[src/rtl/router_pkg.sv]
`default_nettype none
// ============================================================================
// Module      : router_pkg
// Description : Shared types and constants for the router packet generator:
//               FSM state type, header field positions and the payload LFSR
//               polynomial with its step helper.
// Revision    : 1.0 - initial release
// ============================================================================
package router_pkg;

  typedef enum logic [2:0] {
    ST_IDLE    = 3'd0,
    ST_HEADER  = 3'd1,
    ST_PAYLOAD = 3'd2,
    ST_PARITY  = 3'd3,
    ST_GAP     = 3'd4
  } pkt_gen_state_t;

  // Destination port 3 does not exist on the 1x3 router.
  localparam logic [1:0] ADDR_ILLEGAL = 2'b11;

  // Header byte layout: {length, address}.
  localparam int HDR_ADDR_LSB = 0;
  localparam int HDR_ADDR_MSB = 1;
  localparam int HDR_LEN_LSB  = 2;
  localparam int HDR_LEN_MSB  = 7;

  // Feedback taps b7, b5, b4, b3 of the Fibonacci payload LFSR.
  localparam logic [7:0] LFSR_TAPS      = 8'hB8;
  // An all-zero seed would lock the LFSR, so it is replaced by this value.
  localparam logic [7:0] LFSR_ZERO_SEED = 8'h01;

  // One LFSR step: shift left, feedback XOR of the tapped bits into bit 0.
  function automatic logic [7:0] lfsr_next(input logic [7:0] value);
    return {value[6:0], ^(value & LFSR_TAPS)};
  endfunction

endpackage
`default_nettype wire

[src/rtl/router_lfsr8.sv]
`default_nettype none
// ============================================================================
// Module      : router_lfsr8
// Description : 8-bit Fibonacci LFSR producing payload bytes. A load takes
//               priority over a step; a zero load value is replaced by the
//               non-locking seed.
// Revision    : 1.0 - initial release
// ============================================================================
module router_lfsr8
  import router_pkg::*;
(
  input  logic       clock,
  input  logic       resetn,
  input  logic       i_load,
  input  logic [7:0] i_load_val,
  input  logic       i_step,
  output logic [7:0] o_value
);

  logic [7:0] lfsr_q;
  logic [7:0] lfsr_d;

  // Next LFSR value: load a new seed or advance by one step.
  always_comb begin
    lfsr_d = lfsr_q;
    if (i_load) begin
      lfsr_d = (i_load_val == 8'h00) ? LFSR_ZERO_SEED : i_load_val;
    end else if (i_step) begin
      lfsr_d = lfsr_next(lfsr_q);
    end
  end

  // LFSR register.
  always_ff @(posedge clock or negedge resetn) begin
    if (!resetn) begin
      lfsr_q <= LFSR_ZERO_SEED;
    end else begin
      lfsr_q <= lfsr_d;
    end
  end

  assign o_value = lfsr_q;

endmodule
`default_nettype wire

[src/rtl/router_pkt_gen.sv]
`default_nettype none
// ============================================================================
// Module      : router_pkt_gen
// Description : Packet source for the 1x3 router input port. Emits a header
//               byte {len, addr}, len LFSR payload bytes and a trailing XOR
//               parity byte, honouring the router's busy back-pressure.
//               Optional macro ROUTER_PKT_GEN_ERR_INJ_EN adds the
//               corrupt_parity input that inverts the transmitted parity.
// Revision    : 1.0 - initial release
// ============================================================================
module router_pkt_gen
  import router_pkg::*;
#(
  parameter int GAP_CYCLES = 2,
  parameter int PKT_CNT_W  = 16
) (
  input  logic                 clock,
  input  logic                 resetn,
  input  logic                 start,
  input  logic [1:0]           dest_addr,
  input  logic [5:0]           pld_len,
  input  logic [7:0]           seed,
  input  logic                 busy,
`ifdef ROUTER_PKT_GEN_ERR_INJ_EN
  input  logic                 corrupt_parity,
`endif
  output logic [7:0]           data_out,
  output logic                 pkt_valid,
  output logic                 tx_active,
  output logic                 done,
  output logic                 cfg_err,
  output logic [PKT_CNT_W-1:0] pkt_count
);

  // Gap counter holds GAP_CYCLES-1 down to 0.
  localparam int GAP_W = (GAP_CYCLES > 1) ? $clog2(GAP_CYCLES) : 1;

  pkt_gen_state_t       state_q, state_d;
  logic [7:0]           data_q, data_d;
  logic                 valid_q, valid_d;
  logic                 active_q, active_d;
  logic                 done_q, done_d;
  logic                 cfg_err_q, cfg_err_d;
  logic [PKT_CNT_W-1:0] count_q, count_d;
  logic [5:0]           remain_q, remain_d;
  logic [7:0]           acc_q, acc_d;
  logic [GAP_W-1:0]     gap_q, gap_d;

  logic                 cfg_bad;
  logic                 xfer;
  logic                 lfsr_load;
  logic                 lfsr_step;
  logic [7:0]           lfsr_val;
  logic [7:0]           hdr_byte;
  logic [7:0]           parity_mask;

  router_lfsr8 u_lfsr (
    .clock      (clock),
    .resetn     (resetn),
    .i_load     (lfsr_load),
    .i_load_val (seed),
    .i_step     (lfsr_step),
    .o_value    (lfsr_val)
  );

`ifdef ROUTER_PKT_GEN_ERR_INJ_EN
  logic corrupt_q;
  logic corrupt_d;

  // Capture the corruption request together with an accepted start.
  always_comb begin
    corrupt_d = corrupt_q;
    if (lfsr_load) begin
      corrupt_d = corrupt_parity;
    end
  end

  // Corruption flag register.
  always_ff @(posedge clock or negedge resetn) begin
    if (!resetn) begin
      corrupt_q <= 1'b0;
    end else begin
      corrupt_q <= corrupt_d;
    end
  end

  assign parity_mask = {8{corrupt_q}};
`else
  assign parity_mask = 8'h00;
`endif

  assign cfg_bad = (dest_addr == ADDR_ILLEGAL) || (pld_len == 6'd0);
  assign xfer    = !busy && (state_q == ST_HEADER || state_q == ST_PAYLOAD ||
                             state_q == ST_PARITY);

  // Next-state and next-output logic; every output is held unless a byte
  // transfers, which is how busy stalls the stream.
  always_comb begin
    state_d   = state_q;
    data_d    = data_q;
    valid_d   = valid_q;
    active_d  = active_q;
    done_d    = 1'b0;
    cfg_err_d = 1'b0;
    count_d   = count_q;
    remain_d  = remain_q;
    acc_d     = acc_q;
    gap_d     = gap_q;
    lfsr_load = 1'b0;
    lfsr_step = 1'b0;
    hdr_byte  = 8'h00;
    hdr_byte[HDR_LEN_MSB:HDR_LEN_LSB]   = pld_len;
    hdr_byte[HDR_ADDR_MSB:HDR_ADDR_LSB] = dest_addr;

    case (state_q)
      ST_IDLE: begin
        if (start) begin
          if (cfg_bad) begin
            cfg_err_d = 1'b1;
          end else begin
            lfsr_load = 1'b1;
            remain_d  = pld_len;
            data_d    = hdr_byte;
            valid_d   = 1'b1;
            active_d  = 1'b1;
            state_d   = ST_HEADER;
          end
        end
      end
      ST_HEADER: begin
        if (xfer) begin
          acc_d     = data_q;
          data_d    = lfsr_val;
          lfsr_step = 1'b1;
          state_d   = ST_PAYLOAD;
        end
      end
      ST_PAYLOAD: begin
        if (xfer) begin
          acc_d    = acc_q ^ data_q;
          remain_d = remain_q - 6'd1;
          if (remain_q == 6'd1) begin
            data_d  = (acc_q ^ data_q) ^ parity_mask;
            valid_d = 1'b0;
            state_d = ST_PARITY;
          end else begin
            data_d    = lfsr_val;
            lfsr_step = 1'b1;
          end
        end
      end
      ST_PARITY: begin
        if (xfer) begin
          count_d  = count_q + PKT_CNT_W'(1);
          done_d   = 1'b1;
          active_d = 1'b0;
          data_d   = 8'h00;
          if (GAP_CYCLES == 0) begin
            state_d = ST_IDLE;
          end else begin
            gap_d   = GAP_W'(GAP_CYCLES - 1);
            state_d = ST_GAP;
          end
        end
      end
      ST_GAP: begin
        if (gap_q == '0) begin
          state_d = ST_IDLE;
        end else begin
          gap_d = gap_q - GAP_W'(1);
        end
      end
      default: begin
        state_d = ST_IDLE;
      end
    endcase
  end

  // State, output and counter registers.
  always_ff @(posedge clock or negedge resetn) begin
    if (!resetn) begin
      state_q   <= ST_IDLE;
      data_q    <= 8'h00;
      valid_q   <= 1'b0;
      active_q  <= 1'b0;
      done_q    <= 1'b0;
      cfg_err_q <= 1'b0;
      count_q   <= '0;
      remain_q  <= 6'd0;
      acc_q     <= 8'h00;
      gap_q     <= '0;
    end else begin
      state_q   <= state_d;
      data_q    <= data_d;
      valid_q   <= valid_d;
      active_q  <= active_d;
      done_q    <= done_d;
      cfg_err_q <= cfg_err_d;
      count_q   <= count_d;
      remain_q  <= remain_d;
      acc_q     <= acc_d;
      gap_q     <= gap_d;
    end
  end

  assign data_out  = data_q;
  assign pkt_valid = valid_q;
  assign tx_active = active_q;
  assign done      = done_q;
  assign cfg_err   = cfg_err_q;
  assign pkt_count = count_q;

endmodule
`default_nettype wire

[config.mk]
export PLATFORM = sky130hd
export DESIGN_NAME = router_pkt_gen
export DESIGN_NICKNAME = d
export VERILOG_FILES = /design/src/rtl/router_pkg.sv /design/src/rtl/router_lfsr8.sv /design/src/rtl/router_pkt_gen.sv
export SDC_FILE = /design/constraint.sdc
export NUM_CORES = 1
export LEC_CHECK = 0
export ABC_AREA = 0
export CORE_AREA = 4 4 94 96
export CTS_CLUSTER_DIAMETER = 60
export DETAILED_ROUTE_END_ITERATION = 10
export DIE_AREA = 0 0 98 100
export GPL_ROUTABILITY_DRIVEN = 0
export SETUP_SLACK_MARGIN = 0.15
export SLEW_MARGIN = 20
export SYNTH_ARGS = -nofsm -noshare
export SYNTH_HDL_FRONTEND = slang
export SYNTH_SLANG_ARGS = --single-unit
[constraint.sdc]
create_clock -name clock -period 2.1 [get_ports clock]
set_input_delay 0.42 -clock clock [delete_from_list [all_inputs] [get_ports clock]]
set_output_delay 0.42 -clock clock [all_outputs]
set_load 0.05 [all_outputs]
# Word level (Yosys, flattened, before mapping)
# Cells that the tools add are included.
[op_classes]
addsub = 3
n_eq_ne = 13
n_mux = 46
bitwise_logic = 1
reduce_logical = 23
[op_table]
columns = ["op", "count"]
rows = [
  ["8-bit two-way mux", 11],
  ["8-bit case mux with 4 select lines", 1],
  ["3-bit two-way mux", 7],
  ["6-bit two-way mux", 3],
  ["1-bit two-way mux", 17],
  ["16-bit by 1-bit adder with 16-bit output (second input constant)", 1],
  ["8-bit case mux with 2 select lines", 1],
  ["3-bit case mux with 5 select lines", 1],
  ["2-bit inequality test (second input constant)", 6],
  ["6-bit case mux with 2 select lines", 1],
  ["2-bit nonzero test", 5],
  ["8-bit logical NOT", 1],
  ["1-bit case mux with 2 select lines", 4],
  ["4-bit AND reduction", 2],
  ["8-bit parity", 1],
  ["8-bit bitwise XOR", 1],
  ["7-bit AND reduction", 1],
  ["3-bit by 2-bit equality test with 1-bit output (second input constant)", 2],
  ["6-bit by 1-bit equality test with 1-bit output (second input constant)", 1],
  ["6-bit logical NOT", 1],
  ["6-bit AND reduction", 1],
  ["6-bit by 1-bit subtractor with 6-bit output (second input constant)", 1],
  ["5-bit AND reduction", 1],
  ["2-bit AND reduction", 2],
  ["11 further kinds", 13],
]
[word_totals]
reg_bits = 54
input_bits = 20
output_inout_bits = 28
word_cells = 97

# Logic depth before layout (Yosys ltp)
# Gate-level depths: netlist of run 1.
[depth]
depth_word = 8
mapped_depth = 8
depth_no_buf = 6

# Hierarchy
# A second synthesis of run 1 with hierarchy kept.
[unflattened]
cells_unflattened = 272
hier_area_um2 = 2787.7
[modules_own_cells]
columns = ["module", "instances", "cells_each", "area_per_inst_um2", "seq_area_each_um2"]
rows = [
  ["router_pkt_gen", 1, 232, 2383.5, 1151.1],
  ["router_lfsr8", 1, 40, 404.1, 201.4],
]

# Worst setup path after synthesis of run 1
# No wires, ideal clock.
[synth_path]
path_type = "flip-flop to flip-flop"
start = "register state_q[0]"
end = "register u_lfsr.lfsr_q[2], in the netlist u_lfsr.o_value[2]"
setup_ns = 0.125
arrival_ns = 1.980
required_ns = 1.975
slack_ns = -0.004
stages_incl_launch_ff = 5
n_path_buf = 0
period_less_slack_ns = 2.104
path_cell_list = "dfrtp_1 or4b_4 a211oi_2 mux2_2 mux2_2"
[synth_between]
elab_chain_len = 7
word_cells_on_any_way = 13
cone_classes = "eq/ne: 3; mux: 5; reduce/logical: 5"
[synth_lines]
columns = ["element", "line", "source"]
rows = [
  ["start, declared", "router_pkt_gen.sv:38", "pkt_gen_state_t state_q, state_d;"],
  ["start signal, assigned", "router_pkt_gen.sv:193", "state_q <= state_d;"],
  ["3-bit by 1-bit equality test with 1-bit output / 3-bit by 2-bit equality test with 1-bit output (equally long branches)", "router_pkt_gen.sv:93, router_pkt_gen.sv:115", ""],
  ["1-bit logical OR (2 in a row)", "router_pkt_gen.sv:93", "assign xfer = !busy && (state_q == ST_HEADER || state_q == ST_PAYLOAD ||"],
  ["1-bit logical AND", "router_pkt_gen.sv:93", ""],
  ["1-bit two-way mux, on equally long branches", "router_pkt_gen.sv:139, router_pkt_gen.sv:131", ""],
  ["1-bit case mux with 2 select lines", "router_pkt_gen.sv:115", "case (state_q)"],
  ["2-bit nonzero test (no line)", "-", ""],
  ["end signal, assigned", "router_lfsr8.sv:38", "lfsr_q <= lfsr_d;"],
  ["end, declared", "router_lfsr8.sv:20", "logic [7:0] lfsr_q;"],
]
# Several ways; a longest one is shown, not always the timed one.
# A chain may end at the register's enable or synchronous reset.

# Worst setup path after layout of run 1
[layout_path]
start = "register state_q[2]"
end = "register u_lfsr.lfsr_q[5], in the netlist u_lfsr.o_value[5]"
# The elaborated chain is that of the path after synthesis.

==> flow_metrics.tcl, run 1 <==
set metrics [dict create \
    synthTopCellsByArea "dfrtp_1 44%, xnor2_1 7.5%, mux2_2 6.0%" \
    syn_area_per_cell_um2 9.90 \
    grt_setup_unrepaired "true" \
    synth_warnings 0 \
    clk_latency_ns 0.32 \
    worstHoldPathType "input pin to asynchronous set/reset pin" \
    yosys.area.top_type_share 0.438 \
    grt_max_degree 55 \
    die_h_um 100 \
    cts_hold_buf 0 \
    gr-usage-met3 0.0285 \
    startpoint "state_q[2]" \
    clockBufferDepth 2 \
    critPathArrivalTime_ns 2.29 \
    worstMarginPinSlew_ns 0.664 \
    dp_cells 471 \
    die-area_um2 9800 \
    syn_inst 306 \
    layout_min_cycle_time_ns 2.09 \
    finalSetupViolCount 0 \
    hold_viol 0 \
    synth_edf_count 0 \
    seq_area_frac_synth 0.447 \
    antenna_cells 0 \
    status "finished, final reports clean" \
    start_util 0.376 \
    cts-root-buf "clkbuf_8" \
    clkSlewWorstSetupHoldPaths_ns 0.12 \
    fin_nets 397 \
    peakVddDrop_mv 0.587 \
    routed_wl_mm 7.24 \
    worstPathMaxFanout 5 \
    timing.rr.start "state_q[2]" \
    cts_inserted_buffers 5 \
    pre_cts_ws_ns -0.422 \
    grt_pass1_vias 2443 \
    required_ns 2.30 \
    grt_pass1_wl_mm 12.4 \
    hold-worst-slack_ns 0.0817 \
    critPathKind "register to register" \
    slew_headroom 0.554 \
    busiest_layer "met2" \
    power_mw 5.68 \
    antenna_left 0 \
    finalCritPeriodShare 0.995 \
    drive_gt1_frac 0.195 \
    syn_area_um2 3030 \
    rr_worst_depth 5 \
    cp-start-kind "register" \
    yosys.area.top_type "dfrtp_1" \
    synthFlopType "dfrtp_1" \
    fin_skew_ns 0.0166 \
    overflow 0 \
    cts_tree "built" \
    ys_ff_latch 54 \
    grt_use_total 0.155 \
    htreeDepth 2 \
    wl_per_cell_um 15.1 \
    pwr_density_cell_nw_per_um2 1440 \
    drcViolationCount 0 \
    ys_top_cells_by_count "53 x dfrtp_1, 26 x xnor2_1, 25 x o21ai_0" \
    io_buffer_count 47 \
    synth_nets 329 \
    yosysMostFrequentCell "dfrtp_1" \
    cts_sinks 54 \
    fmax_mhz 479 \
    dr_total_vias 2523 \
    maxCapViolCount 0 \
    leakagePower_nw 1.70 \
    dpl.hpwl_mm 5.28 \
    synth_cell_types 47 \
    antenna_found_initial 0 \
    fillers 759 \
    die_w_um 98 \
    core_um2 8050 \
    crit_path_end_kind "register" \
    met2_usage 0.240 \
    fin_util 0.490 \
    synthArstFlopShare 1.00 \
    regToRegSetupSlack_ns 0.01 \
    use_met1 0.226 \
    drtPass1Iterations 4 \
    r2r_end "u_lfsr.o_value[5]" \
    fin_cells 480 \
    ios 48 \
    drt-initial-drc-count 156 \
    setup_ws_ns 0.0108 \
    syn2layout_area_growth_pct 30.2 \
    fp-row-count 33 \
    report.final.slew_viol_count 0 \
    vias_per_cell 5.26 \
]
==> per-layer routing <==
metal / up-vias / share of wire / wire (um)
met5: - / 0 / 0
met4: 0 / 0.0053 / 38
met2: 53 / 0.47 / 3370
met1: 1214 / 0.48 / 3470
met3: 2 / 0.050 / 364
li1: 1254 / - / -
==> how the worst max path moves through the flow <==
| stage | endpoint | slack, ns | cells after the start |
|---|---|---|---|
| floorplan | u_lfsr.o_value[2] | 0.08 | 4 |
| global placement | data_out[4] | -0.37 | 6 |
| detailed placement | data_out[5] | -0.42 | 6 |
| CTS | u_lfsr.o_value[5] | -0.03 | 5 |
| global route | u_lfsr.o_value[5] | -0.04 | 5 |
| finish | u_lfsr.o_value[5] | 0.01 | 5 |
==> kinds of logic after synthesis <==
| family | after synthesis | synth area share |
|---|---|---|
| xor+xnor | 28 | 0.0810 |
| flops | 54 | 0.447 |
| mux | 17 | 0.0628 |
| simple gates | 91 | 0.165 |
| compound gates | 87 | 0.194 |
| buf+inv | 26 | 0.0380 |
| fa+ha+maj | 3 | 0.0124 |
==> flip-flops by register name, indices dropped and copies added (netlist names) <==
| signal | count |
|---|---|
| pkt_valid | 1 |
| pkt_count | 16 |
| gap_q | 1 |
| cfg_err | 1 |
| data_out | 8 |
| remain_q | 6 |
| state_q | 3 |
| acc_q | 8 |
| done | 1 |
| tx_active | 1 |
| u_lfsr.o_value | 8 |
==> cells in the final DEF (no fill, tap or decap), types with 3 or more instances in the layout <==
cell type and instances:
and4_1 3, nor3_1 6, xnor2_1 26, o2bb2ai_1 11, nand2b_1 8, mux2_4 4
dfrtp_1 53, clkbuf_8 5, nor2_1 20, nand2_1 16, and2_1 3, clkdlybuf4s50_1 19
mux2_2 12, nor4_1 3, inv_1 6, dlygate4sd2_1 24, a221o_1 7, o21ai_0 24
buf_4 32, ha_1 3, nor3b_1 3, nand4_1 5, a21oi_1 24, o311a_1 8
nand3_1 12
==> cell type report <==
class / instances / area [um^2] / area share
clock inverter: 3 / 26.3 / 0.00667
clock buffer: 5 / 68.8 / 0.0175
inverter: 6 / 22.5 / 0.00571
sequential: 54 / 1350 / 0.343
timing repair buffer: 81 / 722 / 0.183
multi-input combinational: 226 / 1620 / 0.410
tap: 105 / 131 / 0.0333
==> power by group <==
group	switching (mW)	internal, mW	total (mW)
combinational	1.71	1.46	3.17
sequential	0.458	1.43	1.88
clock	0.378	0.247	0.625
total	2.55	3.13	5.68
==> worst max-delay path: stages, from the launching register on <==
cell,delay [ns]
dfrtp_1,0.40
or4b_4,0.57
buf_6,0.14
a211oi_4,0.28
mux2_4,0.33
mux2_4,0.25
==> what timing repair did <==
action / CTS / global route
resized for setup: 34 / 7
buffers inserted: 0 / 1
endpoints found under the hold margin: 0 / 0
setup endpoints to repair: 45 / 24
pin swaps: 2 / 2
==> stage by stage <==
step / setup TNS (ns) / area (um^2)
after floorplan: 0 / 3040
after global placement: -6.79 / 3800
after detailed placement: -7.70 / 3800
after CTS: -0.0533 / 3900
after global routing: -0.0767 / 3940
final: 0 / 3940
No activity file was read; power rests on OpenSTA's default activity.
==> run 2: changes to the inputs <==
CTS_CLUSTER_DIAMETER = 50   (was 60)
==> results of run 2 <==
Final layout, timing and power as in run 1 (identical DEF).
==> run 3: changes to the inputs <==
CELL_PAD_IN_SITES_DETAIL_PLACEMENT = 0   (was default)
CELL_PAD_IN_SITES_GLOBAL_PLACEMENT = 1   (was default)
DONT_BUFFER_PORTS = 1   (was default)
PLACE_DENSITY_LB_ADDON = 0.1   (was default)
==> flow_metrics.tcl, run 3 (synthesized netlist as in run 1, its figures left out) <==
set metrics [dict create \
    status "finished, final reports clean" \
    worst_path_max_delay_cell "or4b_4" \
    worstPathBufferInverterCount 1 \
    regToRegSetupSlack_ns 0.03 \
    grt_pass1_vias 2333 \
    cts_inserted_buffers 5 \
    gr-usage-met3 0.0473 \
    cpLargestDelayFamily "multiplexers" \
    peakVddDrop_mv 0.635 \
    fin_cells 442 \
    hold_viol 0 \
    cp.depth 5 \
    cts_tree "built" \
    antenna_found_initial 0 \
    drtPass1Iterations 4 \
    critPathKind "register to register" \
    worstHoldStart "pld_len[3]" \
    multi_input_area_um2 1690 \
    antenna_left 0 \
    busiest_layer "met2" \
    r2r_end "u_lfsr.o_value[5]" \
    dpl_cell_area_um2 3330 \
    io_buffer_count 0 \
    finalSetupViolCount 0 \
    crit_chain "or4b_4 > buf_6 > a211oi_4 > mux2_2 > mux2_2" \
    final_cell_mix "53 x dfrtp_1, 31 x buf_4, 26 x xnor2_1, 24 x a21oi_1, 21 x o21ai_0" \
    htreeDepth 2 \
    met2_usage 0.240 \
    final_common_cell "dfrtp_1" \
    fin_skew_ns 0.0121 \
    antenna_cells 0 \
    rr_worst_depth 5 \
    syn2layout_area_growth_pct 23.1 \
    clkSlewWorstSetupHoldPaths_ns 0.10 \
    worstMarginPinSlew_ns 0.638 \
    critPathArrivalTime_ns 2.28 \
    design_area_um2 3730 \
    finalCritPeriodShare 0.987 \
    largest_register_ffs 16 \
    core_um2 8050 \
    pre_cts_ws_ns 0.00522 \
    maxCapViolCount 0 \
    wl_per_cell_um 17.7 \
    fp-row-count 33 \
    grt_pass1_wl_mm 12.4 \
    regArea_um2 1350 \
    drt-initial-drc-count 74 \
    cts_sinks 54 \
    fmax_mhz 483 \
    drive_gt1_frac 0.273 \
    vias_per_cell 5.52 \
    dr_total_vias 2439 \
    dpl.hpwl_mm 5.37 \
    die_h_um 100 \
    grt_setup_unrepaired "true" \
    clk_latency_ns 0.31 \
    overflow 0 \
    cpPeakStageDelay_ns 0.55 \
    worstHoldPathType "input pin to register" \
    layout_min_cycle_time_ns 2.07 \
    pwr_density_cell_nw_per_um2 1600 \
    cp_common_cell "mux2_2" \
    start_util 0.376 \
    cts-root-buf "clkbuf_8" \
    slew_headroom 0.574 \
    required_ns 2.30 \
    drcViolationCount 0 \
    die_w_um 98 \
    worstPathMaxFanout 4 \
    fillers 766 \
    crit_path_end_kind "register" \
    die-area_um2 9800 \
    fin_nets 359 \
    routed_wl_mm 7.80 \
    timing.rr.start "state_q[0]" \
    setup_ws_ns 0.0278 \
    report.final.slew_viol_count 0 \
    min_to "remain_q[3]" \
    grt_max_degree 55 \
    dp_cells 424 \
    grt_use_total 0.158 \
    clockBufferDepth 2 \
    cp-start-kind "register" \
    ios 48 \
    whs_path_depth 2 \
    use_met1 0.222 \
    leakagePower_nw 1.51 \
]
## run 3: cell types whose count changed in the layout (fill, tap and decap cells not counted), sizes merged
cell | previous run | this run
inv | 8 | 6
buf | 36 | 40
clkbuf | 5 | 8
dlygate4sd3 | 0 | 1
clkdlybuf4s50 | 19 | 0
dlygate4sd2 | 24 | 0
bufinv | 0 | 1
dlymetal6s2s | 2 | 0
## run 3: how the worst max path moves through the flow
| stage | from | slack [ns] | endpoint |
|---|---|---|---|
| 5_1_grt | state_q[0] | -0.05 | u_lfsr.o_value[5] |
| 6_report | state_q[0] | 0.03 | u_lfsr.o_value[5] |
| 4_1_cts | state_q[0] | 0.03 | data_out[6] |
| 2_1_floorplan | state_q[0] | 0.08 | u_lfsr.o_value[2] |
| 3_3_place_gp | state_q[0] | 0.04 | remain_q[1] |
| 3_5_place_dp | state_q[0] | 0.005 | u_lfsr.o_value[6] |
## run 3: area by class of cell
cell class                      instances  area share
Clock buffer                            6      0.0195
Inverter                                6     0.00604
Timing Repair Buffer                   43       0.112
Tap cell                              105      0.0352
Clock inverter                          2      0.0104
Sequential cell                        54       0.363
Multi-Input combinational cell        226       0.454
## run 3: layer usage
layer,routed length (um),share of wire
met1,3670,0.47
met2,3550,0.46
met3,521,0.067
met4,61,0.0078
met5,0,0
## run 3: per-stage QoR
stage	TNS, ns	hold WS (ns)	util	power (mW)
floorplan	0	0.124	-	4.11
global placement	0	0.127	0.413	4.76
detailed placement	0	0.127	0.413	4.79
CTS	0	0.300	0.439	5.65
global route	-0.128	0.324	0.463	6.40
finish	0	0.304	0.463	5.96
## run 3: power breakdown
| part | switching (mW) | leakage [nW] | internal [mW] |
|---|---|---|---|
| registers | 0.777 | 0.680 | 1.42 |
| clock network | 0.348 | 0.0554 | 0.359 |
| logic | 1.54 | 0.778 | 1.52 |
## run 3: what timing repair did
item                       4_1_cts  5_1_grt
resized for setup                9       31
buffers inserted                 4        2
pin swaps                        1       12
setup endpoints to repair       15       21
hold buffers                     2        0
hold endpoints to repair        54        0
gates cloned                     0        2
